File: src/rtl/reg_file_pkg.sv
// Shared types and helpers for the register file.
// Holds the clear-sequencer state encoding and clog2.
package reg_file_pkg;

  typedef enum logic {
    ST_IDLE  = 1'b0,
    ST_CLEAR = 1'b1
  } clr_state_t;

  function automatic int clog2(input int v);
    int r;
    r = 0;
    for (int i = 0; i < 31; i++) begin
      if ((1 << i) < v) r = i + 1;
    end
    return r;
  endfunction

endpackage

File: src/rtl/reg_file_clr_fsm.sv
// Clear sequencer: walks a pointer over every entry,
// raising busy while it runs and pulsing clr_done at the end.
module reg_file_clr_fsm
  import reg_file_pkg::*;
#(
  parameter int DEPTH = 16,
  parameter int PW    = clog2(DEPTH)
) (
  input  logic          clk,
  input  logic          rst_n,
  input  logic          clr_req,
  output logic          busy,
  output logic          clr_done,
  output logic          clr_we,
  output logic [PW-1:0] ptr
);

  clr_state_t    r_state;
  clr_state_t    w_next;
  logic [PW-1:0] r_ptr;
  logic          r_done;
  logic          w_last;

  assign w_last = (r_ptr == PW'(DEPTH - 1));

  always_ff @(posedge clk) begin
    if (!rst_n) r_state <= ST_IDLE;
    else        r_state <= w_next;
  end

  always_comb begin
    w_next = r_state;
    unique case (r_state)
      ST_IDLE:  if (clr_req) w_next = ST_CLEAR;
      ST_CLEAR: if (w_last)  w_next = ST_IDLE;
    endcase
  end

  // Pointer parks at 0 in IDLE so a new clear starts at entry 0.
  always_ff @(posedge clk) begin
    if (!rst_n) begin
      r_ptr  <= '0;
      r_done <= 1'b0;
    end else begin
      r_done <= (r_state == ST_CLEAR) && w_last;
      if (r_state == ST_IDLE) r_ptr <= '0;
      else                    r_ptr <= r_ptr + PW'(1);
    end
  end

  always_comb begin
    busy     = (r_state == ST_CLEAR);
    clr_we   = (r_state == ST_CLEAR);
    clr_done = r_done;
    ptr      = r_ptr;
  end

endmodule

File: src/rtl/reg_file.sv
// Parameterised 1W/2R register file with registered reads,
// optional write-first bypass and a sequenced full clear.
module reg_file
  import reg_file_pkg::*;
#(
  parameter int WIDTH  = 8,
  parameter int DEPTH  = 16,
  parameter int BYPASS = 1,
  parameter int AW     = clog2(DEPTH)
) (
  input  logic             clk,
  input  logic             rst_n,
  input  logic             we,
  input  logic [AW-1:0]    waddr,
  input  logic [WIDTH-1:0] wdata,
  input  logic [AW-1:0]    ra0,
  output logic [WIDTH-1:0] rd0,
  input  logic [AW-1:0]    ra1,
  output logic [WIDTH-1:0] rd1,
  input  logic             clr_req,
  output logic             busy,
  output logic             clr_done
);

  localparam int IW = clog2(DEPTH);

  logic [WIDTH-1:0] r_mem [DEPTH];
  logic [WIDTH-1:0] r_rd0;
  logic [WIDTH-1:0] r_rd1;
  logic [WIDTH-1:0] w_rd0;
  logic [WIDTH-1:0] w_rd1;
  logic [IW-1:0]    w_ptr;
  logic             w_busy;
  logic             w_done;
  logic             w_clr_we;
  logic             w_wr_ok;
  logic             w_ra0_ok;
  logic             w_ra1_ok;

  reg_file_clr_fsm #(
    .DEPTH (DEPTH),
    .PW    (IW)
  ) u_clr (
    .clk      (clk),
    .rst_n    (rst_n),
    .clr_req  (clr_req),
    .busy     (w_busy),
    .clr_done (w_done),
    .clr_we   (w_clr_we),
    .ptr      (w_ptr)
  );

  assign w_wr_ok  = we && !w_busy && !clr_req &&
                    (int'(waddr) < DEPTH);
  assign w_ra0_ok = (int'(ra0) < DEPTH);
  assign w_ra1_ok = (int'(ra1) < DEPTH);

  // Contents survive reset; only the clear sequence zeroes them.
  always_ff @(posedge clk) begin
    if (rst_n) begin
      if (w_clr_we)
        r_mem[w_ptr] <= '0;
      else if (w_wr_ok)
        r_mem[waddr[IW-1:0]] <= wdata;
    end
  end

  always_comb begin
    w_rd0 = '0;
    if (w_ra0_ok) begin
      if (BYPASS != 0 && w_wr_ok && waddr == ra0)
        w_rd0 = wdata;
      else
        w_rd0 = r_mem[ra0[IW-1:0]];
    end
  end

  always_comb begin
    w_rd1 = '0;
    if (w_ra1_ok) begin
      if (BYPASS != 0 && w_wr_ok && waddr == ra1)
        w_rd1 = wdata;
      else
        w_rd1 = r_mem[ra1[IW-1:0]];
    end
  end

  always_ff @(posedge clk) begin
    if (!rst_n) begin
      r_rd0 <= '0;
      r_rd1 <= '0;
    end else begin
      r_rd0 <= w_rd0;
      r_rd1 <= w_rd1;
    end
  end

  assign rd0      = r_rd0;
  assign rd1      = r_rd1;
  assign busy     = w_busy;
  assign clr_done = w_done;

endmodule

File: config.mk
export PLATFORM = sky130hd
export DESIGN_NAME = reg_file
export DESIGN_NICKNAME = d
export VERILOG_FILES = /design/src/rtl/reg_file_pkg.sv /design/src/rtl/reg_file_clr_fsm.sv /design/src/rtl/reg_file.sv
export SDC_FILE = /design/constraint.sdc
export NUM_CORES = 1
export LEC_CHECK = 0
export BUFFER_PORTS_ARGS = -buffer_cell sky130_fd_sc_hd__clkbuf_2
export CAP_MARGIN = 20
export CORE_UTILIZATION = 40
export CTS_BUF_LIST = sky130_fd_sc_hd__clkbuf_8
export CTS_CLUSTER_SIZE = 8
export DETAILED_ROUTE_END_ITERATION = 10
export PLACE_DENSITY = 0.63
export SLEW_MARGIN = 20
export SYNTH_ARGS = -nofsm -noshare
export SYNTH_HDL_FRONTEND = slang
export SYNTH_SLANG_ARGS = --single-unit
File: constraint.sdc
create_clock -name clk -period 2.7 [get_ports clk]
set_clock_uncertainty 0.2 [all_clocks]
set_input_delay 0.54 -clock clk [delete_from_list [all_inputs] [get_ports clk]]
set_output_delay 0.54 -clock clk [all_outputs]
set_load 0.05 [all_outputs]
# == Word-level counts from Yosys, hierarchy flattened ==
# Memories as Yosys holds them, arrays and structs flattened. A register that Yosys moved wholly into a read port is not among the register bits.
# Index checks and enable logic that the tools add are counted.
# word_totals
ff_bits,24
ram_bits,128
in_bits,24
output_inout_bits,18
wordCells,39
mem_count,1
# classes
n_addsub,1
eq_ne,3
mux,15
bitwise_logic,3
n_reduce_logical,9
# mem_list
memory,depth,width,read_ports,rd_clocked_by_memory_dff,write_ports,line_no,rtl
r_mem,16,8,2,2,1,reg_file.sv:27,logic [WIDTH-1:0] r_mem [DEPTH];
# ops
cell,n
8-bit two-way mux,3
1-bit two-way mux,10
4-bit == test,2
8-bit OR reduction,1
4-bit by 1-bit adder with 4-bit output (second input constant),1
4-bit == test (second input constant),1
1-bit zero test,4
4-bit two-way mux,1
1-bit logical AND,3
1-bit AND,2
1-bit case mux with 2 select lines,1
2-bit AND reduction,1
1-bit NOT,1

# == Logic depth before layout (Yosys ltp) ==
# depth
word_depth,9
ltp_mapped,6
depth_no_buf,4

# == By module ==
# Synthesis repeated with hierarchy kept, for this count alone.
# hier_totals
hier_cells,414
area_unflattened_um2,7006.7
# by_module_without_submodules
module,instances,cells_each,area_per_inst_um2,seq_area_each_um2
reg_file,1,393,6790.3,4164.0
reg_file_clr_fsm,1,21,216.5,120.1

# == Least setup slack after synthesis ==
# No wires, ideal clock.
# synth_path
path_type,register -> register
from,register u_clr.r_state (netlist: u_clr.busy)
to,"memory r_mem[0][0], enable pin"
setup_time_ps,370
arrival_time_ps,1764
t_required_ps,2130
slack_ps,366
path_stages_with_launch,6
n_path_buf,1
period_less_slack_ps,2334
cell_sequence,dfxtp_1 -> and4bb_2 -> buf_2 -> nor3_1 -> a31oi_1 -> nor2_1
# synth_between
elab_chain_len,9
word_cells_on_any_way,13
classes_between,mux (9); reduce/logical (4)
# synth_rtl
item,line_no,rtl
"start, declared",reg_file_clr_fsm.sv:18,clr_state_t r_state;
"start signal, assigned",reg_file_clr_fsm.sv:28,else r_state <= w_next;
1-bit zero test,reg_file.sv:53,assign w_wr_ok = we && !w_busy && !clr_req &&
1-bit logical AND (2 in series),reg_file.sv:53,
1-bit two-way mux,reg_file.sv:63,else if (w_wr_ok)
1-bit two-way mux,reg_file.sv:61,if (w_clr_we)
1-bit two-way mux,reg_file.sv:60,if (rst_n) begin
1-bit two-way mux (not written as such),reg_file.sv:64,r_mem[waddr[IW-1:0]] <= wdata;
8-bit OR reduction (no line),--,
4-bit two-way mux (no line) or 1-bit two-way mux (tied branches),--,
"end, declared",reg_file.sv:27,
# Several ways; a longest one is shown, not always the timed one.

==> metrics <==
outcome=completed; largest family of logic cells by synthesized area=multiplexers; Slew @ Worst Pin=between 1 and 1.5 ns; mux cell area share after synthesis=approximately a quarter; post-cts resize count=0; clock period minus worst slack=2.58 ns; detailed placer's ending HPWL=roughly 12,000 um; GRT Total Usage=around 21%; Ports=42; Final WS setup=0.120 ns; H-Tree Depth=4; hold path cells=3; Synth Cell Area=0.00736 mm^2; prevailing post-synth register cell=edfxtp_1; headroom to the max-slew limit=31.9%; I/O Buffers=41; via count=roughly 4,300; hold path startpoint=clr_req; Hold Vio Cnt, Final=0; worst-case clock buffer depth=2; commonest non-fill, non-tap cell in the layout=edfxtp_1; initial core utilization=between 40 and 50%; Period Utilization, post-route=a little over nine tenths; Pins Over Slew Limit=0; core area=around 0.018 mm^2; share of layout cells above drive strength 1=between 30% and 40%; DR iter-0 viols=around 430; arrival time at the worst endpoint=between 1.5 and 2 ns; Pleak=0.00286 uW; vias in the first global route=~4,400; Hold WC Path Type=input pin to flop; DP Worst Slack=-0.0341 ns; Post-Synth Simple-Gate Area=roughly 5.2%; Reg-to-Reg Start=u_clr.busy; vias per cell=approximately 6; GRT overflow=0; crit path capture type=output port; hold-fix buffers at CTS=8; final-report setup violation count=0; post-CTS setup buffers=0; Die Span X=between 100 and 150 um; # rows=49; initial antenna violation count=0; die extent in y=138 um; Netlist cell types=38; antenna viol nets, final=0; per-cell routed wire length=approximately 25 um; critical path fanouts, max=8; CTS tree=yes; unrepaired setup endpoints after global routing=no; Synth Area in Adders=less than 1%; f_max=0.388 GHz; Routed WL=between 15,000 and 20,000 um; worst skew pair latency=approximately 0.47 ns; pin count of the biggest net entering global routing=34; fin util=46.1%; XOR/XNOR Fraction of Synth Area=1.19%; DR WL met3=1050 um; Crit Path Class=flop to output port; DRC Markers=0; #FFs+latches synth=160; die area=around 0.019 mm^2; clk slew on worst S/H paths=about 0.090 ns; Yosys warnings=0; Met1 Routed Length=between 7000 and 8000 um; first-pass GRT wire length=around 27,000 um; sequential area share after synthesis=about three fifths; Cells after Synth=418; Max-Cap Viols=0; most frequent cells in the layout=edfxtp_1, clkbuf_2, mux4_2; first-pass detailed-route iteration total=5; PD cells=623 mW/mm^2; VDD IR max=roughly 0.3 mV; worst path required time=about 2 ns; syn nets=roughly 440; CP startpoint kind=flop; GPL Wtd Cong=between 0.8 and 0.9; Compound-Gate Fraction of Synth Area=4.28%; CTS sink count=160; post-route setup TNS=0 ns; clock buffer count from CTS=17; # diodes=0; Root Buffer=clkbuf_8; top sig layer=met4; synth-to-layout area growth=13.0%; Post-synth EDFFs=roughly 130; reg2reg path depth=3; final net count=499; ys async rst share=0%; wire length on met2=around 9000 um; syn avg cell area=between 15 and 20 um^2
==> power breakdown <==
| group | total (uW) | leakage [uW] | internal (uW) | switching, uW |
|---|---|---|---|---|
| sequential | 2700 | 0.00139 | 2680 | 20.0 |
| combinational | 507 | 0.00124 | 210 | 297 |
| clock | 1970 | 0.000225 | 1060 | 912 |
| total | 5180 | 0.00286 | 3950 | 1230 |
==> worst paths after layout <==
path / endpoint / slack, ns
max: rd0[2] / 0.12
min: u_clr.busy / 0.20
max reg2reg: r_mem[6][3] / 0.28
min reg2reg: u_clr.ptr[0] / 0.34
==> cells in the mapped netlist (2+ instances only) <==
cell type    n  area, um^2
xor2_1       5        43.8
nor4b_1      4        35.0
and3_1       4        25.0
nor2b_1      8        50.1
o22ai_1      4        25.0
buf_6       11         124
a221o_1      4        40.0
o32ai_1      2        17.5
o21ai_0      3        15.0
clkbuf_1     5        18.8
edfxtp_1   128        3840
nand3_1      5        25.0
mux4_2      40         901
nor2_1      23        86.3
nor3_1       3        15.0
mux2i_1     15         150
inv_1        7        26.3
nor3b_1      3        22.5
o31ai_1      2        15.0
xnor2_1      5        43.8
nand2_1     11        41.3
and2_1       8        50.1
a211oi_1     8        60.1
nand2b_1     2        12.5
buf_2       10        50.1
o211a_1      6        60.1
mux4_1      20         526
a31oi_1      4        25.0
mux2_2      23         259
a32oi_1      4        35.0
dfxtp_1     32         641
buf_4        3        22.5
==> layer usage <==
metal  GRT usage (%)  up-vias
met5               0        -
met3            3.46       32
met1            27.1     2259
met4            8.36        0
met2            33.6      218
li1                -     1831
==> worst max-delay path, cell delays in order (launching register included) <==
cell	delay [ns]
dfxtp_1	0.72
mux2_2	0.40
clkbuf_2	0.23
==> layout make-up <==
type	instances	area, um^2
Fill cell	1535	9710
Sequential cell	160	4480
Multi-Input combinational cell	222	2630
Timing Repair Buffer	66	438
Tap cell	229	287
Clock buffer	19	262
Clock inverter	13	183
Inverter	7	26.3
==> metrics by stage <==
step | area [um^2] | power [uW] | hold WS (ns) | instances
3_5_place_dp | 7790 | 3260 | 0.310 | 676
5_1_grt | 8310 | 5350 | 0.230 | 716
2_1_floorplan | 7360 | 3120 | 0.260 | 418
6_report | 8310 | 5180 | 0.203 | 716
4_1_cts | 8310 | 5210 | 0.186 | 716
3_3_place_gp | 7790 | 3250 | 0.302 | 676
==> logic make-up (layout without fill, tap and decap cells) <==
logic type	after synthesis	count (layout)
flops	160	160
mux	98	98
simple gates	73	73
compound gates	40	40
buf+inv	36	105
xor+xnor	10	10
fa+ha+maj	1	1
Note: power is estimated with default switching activity, not from simulation.
